<file path="src/rtl/spi_pkg.sv">
// Shared types and defaults for the SPI master arbiter slice.
// Build option: SPI_ARB_FIXED_PRIO_EN selects fixed-priority arbitration.
package spi_pkg;

  localparam int unsigned DATA_W_DEF      = 8;
  localparam int unsigned SEL_W_DEF       = 2;
  localparam int unsigned XFER_CYCLES_DEF = 9;

  function automatic int unsigned cnt_w(input int unsigned cycles);
    return $clog2(cycles + 1);
  endfunction

  localparam int unsigned CNT_W_DEF = cnt_w(XFER_CYCLES_DEF);

  typedef enum logic [1:0] {
    IDLE,
    LAUNCH,
    WAIT,
    DONE
  } state_t;

endpackage

</file>
<file path="src/rtl/spi_rr_pick.sv">
// Combinational winner select: round-robin from ptr, or lowest-index-wins
// when SPI_ARB_FIXED_PRIO_EN is defined (ptr port is then absent).
module spi_rr_pick #(
  parameter int unsigned NUM_REQ = 4,
  parameter int unsigned IDX_W   = 2
) (
  input  logic [NUM_REQ-1:0] req,
`ifdef SPI_ARB_FIXED_PRIO_EN
`else
  input  logic [IDX_W-1:0]   ptr,
`endif
  output logic [NUM_REQ-1:0] onehot,
  output logic [IDX_W-1:0]   idx,
  output logic               any
);

`ifdef SPI_ARB_FIXED_PRIO_EN
  always_comb begin
    onehot = '0;
    idx    = '0;
    any    = 1'b0;
    // Scan downward so the lowest active index is the last one written.
    for (int unsigned i = NUM_REQ; i > 0; i--) begin
      if (req[IDX_W'(i - 1)]) begin
        onehot                 = '0;
        onehot[IDX_W'(i - 1)]  = 1'b1;
        idx                    = IDX_W'(i - 1);
        any                    = 1'b1;
      end
    end
  end
`else
  always_comb begin
    logic [IDX_W-1:0] k;
    onehot = '0;
    idx    = '0;
    any    = 1'b0;
    k      = '0;
    for (int unsigned i = 0; i < NUM_REQ; i++) begin
      k = IDX_W'((32'(ptr) + i) % NUM_REQ);
      if (!any && req[k]) begin
        onehot[k] = 1'b1;
        idx       = k;
        any       = 1'b1;
      end
    end
  end
`endif

endmodule

</file>
<file path="src/rtl/spi_master_arbiter.sv">
// Shares one SPI Master between NUM_REQ requesters; owns all Master controls.
// Build option: SPI_ARB_FIXED_PRIO_EN (fixed priority instead of round-robin).
module spi_master_arbiter
  import spi_pkg::*;
#(
  parameter int unsigned NUM_REQ     = 4,
  parameter int unsigned DATA_W      = DATA_W_DEF,
  parameter int unsigned SEL_W       = SEL_W_DEF,
  parameter int unsigned MAX_SEL     = 2,
  parameter int unsigned XFER_CYCLES = XFER_CYCLES_DEF
) (
  input  logic                      clk,
  input  logic                      reset,
  input  logic [NUM_REQ-1:0]        req,
  input  logic [NUM_REQ*SEL_W-1:0]  req_sel,
  input  logic [NUM_REQ*DATA_W-1:0] req_data,
  output logic [NUM_REQ-1:0]        gnt,
  output logic [NUM_REQ-1:0]        done,
  output logic [DATA_W-1:0]         rsp_data,
  output logic                      err,
  output logic                      busy,
  output logic                      start,
  output logic [SEL_W-1:0]          slaveSelect,
  output logic [DATA_W-1:0]         masterDataToSend,
  input  logic [DATA_W-1:0]         masterDataReceived
);

  localparam int unsigned IDX_W = (NUM_REQ > 1) ? $clog2(NUM_REQ) : 1;
  localparam int unsigned CNT_W = cnt_w(XFER_CYCLES);

  state_t             state, state_nxt;
  logic [NUM_REQ-1:0] pick_oh, owner;
  logic [IDX_W-1:0]   pick_idx;
  logic               pick_any, pick_ill, ill_q;
  logic [SEL_W-1:0]   pick_sel, sel_q;
  logic [DATA_W-1:0]  pick_data, data_q, rsp_q;
  logic [CNT_W-1:0]   cnt;

`ifdef SPI_ARB_FIXED_PRIO_EN
  spi_rr_pick #(.NUM_REQ(NUM_REQ), .IDX_W(IDX_W)) u_pick (
    .req    (req),
    .onehot (pick_oh),
    .idx    (pick_idx),
    .any    (pick_any)
  );
`else
  logic [IDX_W-1:0] ptr;

  spi_rr_pick #(.NUM_REQ(NUM_REQ), .IDX_W(IDX_W)) u_pick (
    .req    (req),
    .ptr    (ptr),
    .onehot (pick_oh),
    .idx    (pick_idx),
    .any    (pick_any)
  );

  always_ff @(posedge clk or posedge reset) begin
    if (reset) begin
      ptr <= '0;
    end else if (state == IDLE && pick_any) begin
      ptr <= (pick_idx == IDX_W'(NUM_REQ - 1)) ? '0 : pick_idx + 1'b1;
    end
  end
`endif

  assign pick_sel  = req_sel[pick_idx*SEL_W +: SEL_W];
  assign pick_data = req_data[pick_idx*DATA_W +: DATA_W];
  assign pick_ill  = (pick_sel > SEL_W'(MAX_SEL));

  always_ff @(posedge clk or posedge reset) begin
    if (reset) begin
      state <= IDLE;
    end else begin
      state <= state_nxt;
    end
  end

  always_comb begin
    state_nxt = state;
    case (state)
      IDLE:    if (pick_any) state_nxt = pick_ill ? DONE : LAUNCH;
      LAUNCH:  state_nxt = WAIT;
      WAIT:    if (cnt == '0) state_nxt = DONE;
      DONE:    state_nxt = IDLE;
      default: state_nxt = IDLE;
    endcase
  end

  // gnt is combinational in IDLE, so it is masked while reset is asserted.
  always_comb begin
    gnt   = '0;
    done  = '0;
    err   = 1'b0;
    busy  = 1'b0;
    start = 1'b0;
    case (state)
      IDLE: begin
        if (!reset && pick_any) begin
          gnt  = pick_oh;
          busy = 1'b1;
        end
      end
      LAUNCH: begin
        start = 1'b1;
        busy  = 1'b1;
      end
      WAIT: busy = 1'b1;
      DONE: begin
        done = owner;
        err  = ill_q;
        busy = 1'b1;
      end
      default: ;
    endcase
  end

  // rsp_data is loaded on entry to DONE so it is valid alongside the done pulse.
  always_ff @(posedge clk or posedge reset) begin
    if (reset) begin
      owner  <= '0;
      sel_q  <= '0;
      data_q <= '0;
      ill_q  <= 1'b0;
      rsp_q  <= '0;
      cnt    <= '0;
    end else begin
      case (state)
        IDLE: begin
          if (pick_any) begin
            owner  <= pick_oh;
            sel_q  <= pick_sel;
            data_q <= pick_data;
            ill_q  <= pick_ill;
            if (pick_ill) rsp_q <= '0;
          end
        end
        LAUNCH: cnt <= CNT_W'(XFER_CYCLES - 1);
        WAIT: begin
          if (cnt == '0) rsp_q <= masterDataReceived;
          else           cnt   <= cnt - 1'b1;
        end
        default: ;
      endcase
    end
  end

  assign slaveSelect      = sel_q;
  assign masterDataToSend = data_q;
  assign rsp_data         = rsp_q;

endmodule

</file>
<file path="config.mk">
export PLATFORM = sky130hd
export DESIGN_NAME = spi_master_arbiter
export DESIGN_NICKNAME = d
export VERILOG_FILES = /design/src/rtl/spi_pkg.sv /design/src/rtl/spi_rr_pick.sv /design/src/rtl/spi_master_arbiter.sv
export SDC_FILE = /design/constraint.sdc
export NUM_CORES = 1
export LEC_CHECK = 0
export ABC_AREA = 1
export BUFFER_PORTS_ARGS = -buffer_cell sky130_fd_sc_hd__buf_2
export CAP_MARGIN = 20
export CELL_PAD_IN_SITES_DETAIL_PLACEMENT = 0
export CELL_PAD_IN_SITES_GLOBAL_PLACEMENT = 2
export CORE_ASPECT_RATIO = 2
export CORE_MARGIN = 10
export CORE_UTILIZATION = 28
export DETAILED_ROUTE_END_ITERATION = 7
export PLACE_DENSITY = 0.87
export RECOVER_POWER = 25
export SETUP_SLACK_MARGIN = 0.02
export SYNTH_ARGS = -nofsm -noshare
export SYNTH_HDL_FRONTEND = slang
export SYNTH_HIERARCHICAL = 1
export SYNTH_SLANG_ARGS = --single-unit
</file>
<file path="constraint.sdc">
create_clock -name clk -period 5.25 [get_ports clk]
set_clock_uncertainty 0.2 [all_clocks]
set_input_delay 0.7875 -clock clk [delete_from_list [all_inputs] [get_ports clk]]
set_output_delay 0.7875 -clock clk [all_outputs]
set_load 0.01 [all_outputs]
</file>
==> out/qor.yml <==
timing:
  period_share: 0.765
  slew_violations: 32
  tightest_slew_ps: 1850
  period_minus_slack_ps: 4020
  finalSetupTns_ps: 0
  maxSlewHeadroom: -0.236
  rsz0062_at_grt: "no"
  setup_viol: 0
  fmax_mhz: 249
  hold_viol: 0
final_layout:
  areaGrowthSynthToFinish_pct: 27.1
  fin_area_mm2: 0.00296
  final_core_util: 0.362
  finish.net_count: 476
  register_area_um2: 776
  nFillCells: 890
  final_cell_mix: "buf_2, nand2_1, nor2_1"
  antenna_cells: 0
  multi_input_area_mm2: 0.00130
  layout-drive-gt1-share: 0.293
  mostFrequentLayoutCell: "buf_2"
logic_synthesis:
  synth_warnings: 6
  ys_seq_area_frac: 0.333
  synth_top_area_cell: "dfrtp_1"
  synth_area_leaders: "dfrtp_1, nand2_1, nor2_1"
  synth.net_count: 396
  synth_top_area_frac: 0.333
  synth-seq-cells: 31
  ys_types: 27
  synth_area_mm2: 0.00233
  syn_area_per_cell_um2: 7.07
  netlist_instances: 329
floorplan:
  num_rows: 47
  initial_utilization: 0.285
  fp.dieH_um: 149
  ios: 83
  die_width_um: 84.5
  core_mm2: 0.00817
  fp.dieArea_mm2: 0.0126
setup_path:
  path_max_fanout: 23
  cp_data_arrival_time_ps: 3030
  setup.worst_path.start_class: "register"
  crit_type: "reg -> out"
  worstPathRequired_ps: 4260
  end_kind: "output port"
clock_tree:
  tritoncts: "yes"
  post-cts-setup-buffer-count: 0
  numCtsBuffers: 5
  ctsHoldBuffers: 0
  clkSinkCount: 31
  cts.repair.resized: 0
  cts_max_path_buffers: 2
  clock-root-buffer: "clkbuf_16"
  clk_pin_slew_ps: 50
  clock_latency_ps: 270
  h-tree-depth: 2
grt:
  antenna_found_initial: 0
  grt_pass1_vias: 2544
  grt_usage: 0.117
  grt_pass1_wl_um: 12100
  grt_overflow: 0
  grt_start_max_net_pins: 32
placed_design:
  gp_congestion: 0.824
  port_buffers: 82
  post_dp_cell_area_mm2: 0.00279
  hpwl_um: 6110
routing:
  num_vias: 2387
  routedWlPerCell_um: 14.6
  routed_via_density: 4.70
  wirelength_um: 7430
  postRouteAntennaNets: 0
  first_pass_iters: 4
  drc: 0
  drt_iter0_drc: 97
power:
  p_leak_nw: 1.68
  power_density_mw_per_mm2: 772
  ir_drop_mv: 0.412
status:
  run_status: "complete, but fails checks"
  violations: "capacitance limit, slew limit"
run:
  cap_violations: 1
worst_hold_path:
  hp-class: "reg -> reg"
==> metrics by stage <==
step | total power, mW | instances | hold slack (ps) | worst slack (ps)
3_5_place_dp | 1.97 | 500 | 268 | 1490
4_1_cts | 2.32 | 508 | 282 | 1220
6_report | 2.28 | 508 | 279 | 1230
3_3_place_gp | 1.96 | 500 | 260 | 1510
2_1_floorplan | 1.67 | 329 | 249 | 2190
5_1_grt | 2.53 | 508 | 294 | 917
==> cells in the mapped netlist, drive strengths merged <==
cell	instances
o31ai	1
clkbuf	1
nor3	3
ha	13
buf	9
nor2	50
inv	45
o22ai	1
a21oi	8
nand4	7
dfrtp	31
nand2	92
a21boi	4
o21ai	23
a31oi	10
nand3	31
==> final cells by class <==
cell class / instances / area share
multi-input combinational: 243 / 0.441
sequential: 31 / 0.262
timing repair buffer: 83 / 0.140
inverter: 45 / 0.0571
clock buffer: 6 / 0.0470
tap: 98 / 0.0415
clock inverter: 2 / 0.0118
==> power breakdown <==
group	total (mW)	switching (mW)	leakage, nW	internal, mW
clock	0.339	0.103	0.0868	0.236
sequential	0.414	0.0684	0.381	0.345
combinational	1.53	1.03	1.21	0.496
==> final timing paths <==
check                                         from                      end  slack, ps  depth (start not counted)
max reg2reg                     ptr[0]$_DFFE_PP0P_  rsp_data[7]$_DFFE_PP0P_       1490                         17
min in group asynchronous                    reset     owner[2]$_DFFE_PP0P_       1080                          3
min                        rsp_data[0]$_DFFE_PP0P_  rsp_data[0]$_DFFE_PP0P_        280                          2
max                             ptr[0]$_DFFE_PP0P_                   gnt[3]       1230                         12
min reg2reg                rsp_data[0]$_DFFE_PP0P_  rsp_data[0]$_DFFE_PP0P_        280                          2
max in group asynchronous                    reset  rsp_data[1]$_DFFE_PP0P_       2710                          3
==> routing by layer <==
metal	vias up	part of all wire	global-route usage
li1	1211	-	-
met1	1108	0.34	0.101
met2	58	0.60	0.242
met3	10	0.040	0.0224
met4	0	0.024	0.0522
met5	-	0	0
==> registers in the layout, indices dropped and copies added (netlist names) <==
signal / flops
masterDataToSend: 8
ptr: 2
owner: 4
slaveSelect: 2
cnt: 4
ill_q: 1
state: 2
rsp_data: 8
==> worst max-delay path, stage by stage, from the launching register on <==
cell and delay [ps]:
dfrtp_1 510, inv_2 180, ha_1 400, inv_1 100, nand2_1 90, nand2_2 60
nor2_4 230, nand4_1 270, nand2_2 320, inv_2 240, nand2_1 160, nor2_1 40
buf_2 140
==> kinds of logic after synthesis <==
logic type,share of synthesized area
simple gates,0.373
buf+inv,0.106
compound gates,0.117
flops,0.333
fa+ha+maj,0.0699
Power figures use the tool's default switching activity.
